<file path="config.mk">
export PLATFORM = sky130hd
export DESIGN_NAME = gpr_wb
export DESIGN_NICKNAME = d
export VERILOG_FILES = /design/src/rtl/gpr_wb.sv
export SDC_FILE = /design/constraint.sdc
export NUM_CORES = 2
export LEC_CHECK = 0
export ABC_AREA = 0
export CAP_MARGIN = 20
export CELL_PAD_IN_SITES_DETAIL_PLACEMENT = 1
export CELL_PAD_IN_SITES_GLOBAL_PLACEMENT = 2
export CORE_ASPECT_RATIO = 2
export CORE_MARGIN = 10
export CORE_UTILIZATION = 35
export DETAILED_ROUTE_END_ITERATION = 12
export PLACE_DENSITY = 0.66
export SLEW_MARGIN = 20
export SYNTH_ARGS = -nofsm -noshare
export SYNTH_HDL_FRONTEND = slang
export SYNTH_SLANG_ARGS = --single-unit
</file>
<file path="constraint.sdc">
create_clock -name clk -period 2.7 [get_ports clk]
set_input_delay 0.54 -clock clk [delete_from_list [all_inputs] [get_ports clk]]
set_output_delay 0.54 -clock clk [all_outputs]
set_load 0.02 [all_outputs]
</file>
<file path="src/rtl/gpr_wb.sv">
// -----------------------------------------------------------------------------
// gpr_wb -- 32 x 32-bit general-purpose register file with a one-entry
// write-back pending latch.
//
// A write request is first captured into the pending latch and committed to
// the register array on the following rising edge. Reads forward the pending
// value when its address matches, so a captured write is visible immediately
// after the capture edge. Register 0 always reads zero and is never written.
//
// Optional build macro:
//   GPR_SAME_CYCLE_BYPASS_EN -- when defined, a read whose nonzero address
//   matches an incoming, accepted write returns WrReg combinationally in the
//   same cycle (highest read priority).
//
// Parameters:
//   CNT_W       width of the commit counter (default 32)
//
// Ports:
//   clk         clock, all state updates on the rising edge
//   rst_n       asynchronous active-low reset
//   RegWrite    write request for the current write-back value
//   WrAddr      destination register number
//   WrReg       write-back data
//   stall       blocks capture of a new write (pending write still commits)
//   flush       discards the pending write and blocks capture
//   RsAddr      read address, port s
//   RtAddr      read address, port t
//   RsData      read data, port s (combinational)
//   RtData      read data, port t (combinational)
//   pend_valid  pending-write latch is occupied
//   commit_cnt  number of committed writes to registers 1..31 (wraps)
// -----------------------------------------------------------------------------
module gpr_wb #(
   parameter int CNT_W = 32
) (
   input  logic             clk,
   input  logic             rst_n,
   input  logic             RegWrite,
   input  logic [4:0]       WrAddr,
   input  logic [31:0]      WrReg,
   input  logic             stall,
   input  logic             flush,
   input  logic [4:0]       RsAddr,
   input  logic [4:0]       RtAddr,
   output logic [31:0]      RsData,
   output logic [31:0]      RtData,
   output logic             pend_valid,
   output logic [CNT_W-1:0] commit_cnt
);

   // ---------------------------------------------------------------------------
   // State
   // ---------------------------------------------------------------------------
   logic [31:0]      regs_q [32];
   logic [31:0]      regs_d [32];
   logic             pend_valid_q, pend_valid_d;
   logic [4:0]       pend_addr_q,  pend_addr_d;
   logic [31:0]      pend_data_q,  pend_data_d;
   logic [CNT_W-1:0] commit_cnt_q, commit_cnt_d;

   logic capture;
   logic commit;
   logic commit_nz;

   // flush wins over both stall and RegWrite.
   assign capture   = RegWrite && !stall && !flush;
   assign commit    = pend_valid_q && !flush;
   assign commit_nz = commit && (pend_addr_q != 5'd0);

   // ---------------------------------------------------------------------------
   // Next-state logic
   // ---------------------------------------------------------------------------
   // NOTE: every signal gets a default at the top of the block so that no path
   // leaves it unassigned; a missing default would infer a latch.
   always_comb begin
      regs_d       = regs_q;
      pend_addr_d  = pend_addr_q;
      pend_data_d  = pend_data_q;
      commit_cnt_d = commit_cnt_q;

      // The latch is occupied after an edge exactly when that edge captured:
      // a commit without capture empties it, and flush empties it and blocks
      // capture.
      pend_valid_d = capture;

      if (capture) begin
         pend_addr_d = WrAddr;
         pend_data_d = WrReg;
      end

      // A commit to register 0 is accepted but has no architectural effect.
      if (commit_nz) begin
         regs_d[pend_addr_q] = pend_data_q;
         commit_cnt_d        = commit_cnt_q + CNT_W'(1);
      end
   end

   // ---------------------------------------------------------------------------
   // State registers
   // ---------------------------------------------------------------------------
   // NOTE: non-blocking assignments in clocked blocks so every flop samples its
   // pre-edge value regardless of statement order.
   always_ff @(posedge clk or negedge rst_n) begin
      if (!rst_n) begin
         pend_valid_q <= 1'b0;
         pend_addr_q  <= '0;
         pend_data_q  <= '0;
         commit_cnt_q <= '0;
      end else begin
         pend_valid_q <= pend_valid_d;
         pend_addr_q  <= pend_addr_d;
         pend_data_q  <= pend_data_d;
         commit_cnt_q <= commit_cnt_d;
      end
   end

   // NOTE: the register array is flops, not a RAM macro, because reset must
   // clear every entry asynchronously; a resettable array cannot map to SRAM.
   always_ff @(posedge clk or negedge rst_n) begin
      if (!rst_n) begin
         for (int i = 0; i < 32; i++) begin
            regs_q[i] <= '0;
         end
      end else begin
         regs_q <= regs_d;
      end
   end

   // ---------------------------------------------------------------------------
   // Read ports
   // ---------------------------------------------------------------------------
   logic [4:0]  rd_addr [2];
   logic [31:0] rd_data [2];

   assign rd_addr[0] = RsAddr;
   assign rd_addr[1] = RtAddr;

   always_comb begin
      for (int p = 0; p < 2; p++) begin
         rd_data[p] = regs_q[rd_addr[p]];
         if (pend_valid_q && (pend_addr_q == rd_addr[p])) begin
            rd_data[p] = pend_data_q;
         end
`ifdef GPR_SAME_CYCLE_BYPASS_EN
         // Incoming write overrides both pending and array contents.
         if (capture && (WrAddr == rd_addr[p])) begin
            rd_data[p] = WrReg;
         end
`endif
         // Register 0 reads zero even if a zero-address write is pending.
         if (rd_addr[p] == 5'd0) begin
            rd_data[p] = '0;
         end
      end
   end

   assign RsData     = rd_data[0];
   assign RtData     = rd_data[1];
   assign pend_valid = pend_valid_q;
   assign commit_cnt = commit_cnt_q;

endmodule

</file>
# == Word level (Yosys, flattened, before mapping) ==
# Cells that the tools add are included.
# classes
add_sub_neg,1
n_lt_le_gt_ge,4
n_eq_ne,2
n_mux,13
bitwise_logic,3
reduce_logical,12
# ops
operator,count
bitwise mux 1024 bit,1
binary-select mux 32 bit (select 5 bit),2
2-to-1 mux 32 bit,9
demux 32 bit (select 5 bit),1
adder 32 x 1 -> 32 bit (second input constant),1
greater-or-equal comparator 6 bit (second input constant),3
NOT 5 -> 6 bit,3
equality test 5 bit,2
logical NOT 5 bit,2
logical AND 1 bit,7
< comparator 6 x 1 -> 1 bit (second input constant),1
nonzero test 5 bit,1
logical NOT 1 bit,2
# totals
register_bits,1094
input_bits,52
word_cells,71

# == Depth between registers and ports, before layout ==
# logic_depth
depth_word,6
mapped_depth,10
ltp_nobuf,5

# == Worst setup path after synthesis ==
# No wires, ideal clock.
# synth_path
kind,input to output
startpoint,input port RsAddr[0]
endpoint,output port RsData[31]
t_arrival_ns,2.348
path_slack_ns,-0.188
cell_stages,9
n_path_buf,4
path_cell_list,buf_6 buf_8 buf_8 buf_12 mux2i_1 a221oi_1 and3_1 a21oi_1 a311oi_1
# synth_between
elab_chain_len,6
elab_cells_between_ends,9
classes_between,eq/ne: 1; mux: 5; bitwise: 1; reduce/logical: 2
# synth_lines
element,line,source
start: declaration,43,"input logic [4:0] RsAddr,"
NOT 5 -> 6 bit (not written as such),140,rd_data[p] = regs_q[rd_addr[p]];
binary-select mux 32 bit (select 5 bit),140,
2-to-1 mux 32 bit (not written as such) (2 in a row),140,
2-to-1 mux 32 bit,141,if (pend_valid_q && (pend_addr_q == rd_addr[p])) begin
2-to-1 mux 32 bit (*),151,if (rd_addr[p] == 5'd0) begin
end: declaration,45,"output logic [31:0] RsData,"
# Mark *: on every way between the ends. The rest lies on a longest branch, timed or not. The select of a mux whose other input is x is not followed.

# == Worst setup path in the final report ==
# layout_path
startpoint,register pend_addr_q[1]
endpoint,output port RtData[11]
# layout_between
elab_chain_len,4
# layout_lines
element,line,source
start: declaration,57,"logic [4:0] pend_addr_q, pend_addr_d;"
start signal: assignment,111,pend_addr_q <= pend_addr_d;
equality test 5 bit,141,
logical AND 1 bit,141,
2-to-1 mux 32 bit,141,
2-to-1 mux 32 bit,151,
end: declaration,46,"output logic [31:0] RtData,"
# Every way passes these cells.

==> metrics <==
run status finished, violations left; violated checks negative setup slack; Slew Viols, Final 0; Register Area 27,400 um2; CP Max Fanout 8; average wire per standard cell 33.9 um; Final Wtd Congestion 0.830; count of cell types in the netlist 63; post-synth top area share 46.8%; layout cells sized above 1 57.4%; type of the worst setup path reg2out; Die X 309 um; Synth Cell Area 58,600 um2; cells after synthesis 3,921; Max VDD drop 0.493 mV; clock root buffer clkbuf_16; HPWL after DPL 154 mm; grt ovf 0; Clk Latency, worst-skew pair 0.73 ns; first-pass GRT wire length 332 mm; Synth Warn # 0; async set or reset register ratio after synthesis 100%; Max Freq 0.293 GHz; largest net degree at the start of global routing 100; DRT Pass-1 Iters 5; ys flop type dfrtp_1; Starting Density 35.1%; relative slew slack 47.6%; Worst Setup End Kind primary output; post-synthesis sequential area ratio 46.8%; r2r endpoint regs_q[870]; Synth area leaders dfrtp_1, mux4_2, mux2_2; Initial DRC Count 2,636; GRT Util Overall 24.8%; core area 167,000 um2; met1 wire length 90.1 mm; via count 40,414; met2 wire len 120 mm; CTS sink cnt 1,094; #FFs+latches synth 1,094; Filler cells 16,210; pre-CTS WS -1.09 ns; area occupied by multi-input gates 30,700 um2; Setup WS post-layout -0.715 ns; number of synthesized flops with an enable pin 0; syn nets 3,974; syn avg cell area 14.9 um2; Setup Skew 0.0277 ns; top layer in use met5; buffers added on ports 148; register clock-pin slew on the reported worst setup and hold paths 0.07 ns; Finish-stage setup viols 64; CTS buffer count 105; Final nets 4,664; FF-to-FF setup slack 0.22 ns; I/O pin count 149; worst-margin pin slew 0.784 ns; die area 185,000 um2; R2R Path Start pend_valid; via/cell ratio 5.91; most common cell after layout, fill and taps aside dfrtp_1; setup TNS -33.54 ns; CTS tree built; startpoint types flip-flop; leak pwr 35.2 nW; reg2reg path depth 7; area delta synth->final 29.6%; endpoints failing hold 0; number of global-route vias before repair 45,002; worst hold path class in2async; dominant cell type by area after synthesis dfrtp_1; initial antenna violation count 4; buffers from clock root to sink, at most 3; row cnt 212; CTS HTree Levels 3; Die Y 598 um; Tmin final 3.41 ns; CP arrival 2.87 ns; Post-Route WL 232 mm; # DRC 0; pwr dens 588 nW/um2; final period utilization 126%; Worst EP required 2.16 ns; met3 routed WL 9.23 mm; max_cap viols 0; ANT nets after route 0; unrepaired setup endpoints after global routing yes; commonest non-fill, non-tap cells in the layout dfrtp_1, mux2_2, buf_4
-- cell families after synthesis --
| group | Yosys count | synth area share (%) |
|---|---|---|
| muxes | 1779 | 43.0 |
| DFF | 1094 | 46.8 |
| buffers and inverters | 446 | 3.93 |
| AOI/OAI and AO/OA | 286 | 3.36 |
| and+or+nand+nor | 274 | 2.29 |
| xor gates and xnor gates | 41 | 0.613 |
| adders and majority gates | 1 | 0.0214 |
-- registers in the layout, indices dropped and copies added (netlist names) --
name and flops:
regs_q 1024, pend_valid 1, pend_addr_q 5, commit_cnt 32, pend_data_q 32
-- worst max-delay path by stage --
stage	end	slack, ns	startpoint
floorplan	RsData[31]	-0.02	RsAddr[0]
global placement	RsData[31]	-1.13	RsAddr[0]
detailed placement	RsData[14]	-1.09	RsAddr[0]
CTS	RtData[14]	-0.77	regs_q[110]
global route	RtData[14]	-0.75	pend_addr_q[1]
finish	RtData[11]	-0.71	pend_addr_q[1]
-- Yosys cell counts (all sizes together) (6+ instances only) --
master  count
o21ai      75
nor2       87
nor3       27
a211oi      8
mux2     1034
a221o      17
mux2i     258
a21oi      36
a31oi       8
xnor2      24
mux4      487
nor4        6
dfrtp    1094
o21a        6
inv        15
clkbuf    205
xor2       17
a221oi     43
and3        6
a22o        6
nand2      61
nand4      11
o211ai      7
o22ai      50
buf       224
nor2b      11
and4        7
nand2b     10
nand3      28
-- what timing repair did --
action                                  4_1_cts  5_1_grt
gates cloned                                  4        2
gates resized for setup                     571      164
pin swaps                                    97       64
endpoints found under the setup margin       64       68
buffers inserted                             78       59
hold buffers                                  1        0
endpoints found under the hold margin        10        0
-- worst max-delay path, stage by stage, from the launching register on --
cell and delay [ns]:
dfrtp_2 0.46, xnor2_2 0.22, and4_4 0.27, nand3_4 0.09, buf_12 0.16, buf_12 0.14, o211ai_1 0.55, buf_4 0.26
-- per-stage QoR --
step	util [%]	cells	hold WS [ns]	power, mW	area [um2]
after floorplan	-	3921	0.244	23.9	58700
after global placement	41.3	6528	0.377	27.6	68800
after detailed placement	41.3	6528	0.384	27.9	68800
after CTS	45.0	6784	0.344	44.8	74900
after global routing	45.6	6834	0.389	46.3	75900
final	45.6	6836	0.336	44.6	75900
-- per-layer routing --
| metal | global-route usage (%) | up-vias |
|---|---|---|
| li1 | - | 16450 |
| met1 | 29.5 | 22395 |
| met2 | 43.8 | 1109 |
| met3 | 3.19 | 458 |
| met4 | 11.8 | 2 |
| met5 | 0 | - |
-- power by group --
group / switching, mW / internal [mW]
Clock: 6.97 / 9.34
Sequential: 1.39 / 18.0
Combinational: 4.30 / 4.67
-- layout make-up --
class	instances	area share, %
inverter	17	0.0923
sequential	1094	36.1
multi-input combinational	2381	40.5
antenna	4	0.0132
clock buffer	154	4.13
timing repair buffer	1012	15.0
tap	2140	3.53
clock inverter	34	0.712
Power figures use the tool's default switching activity.
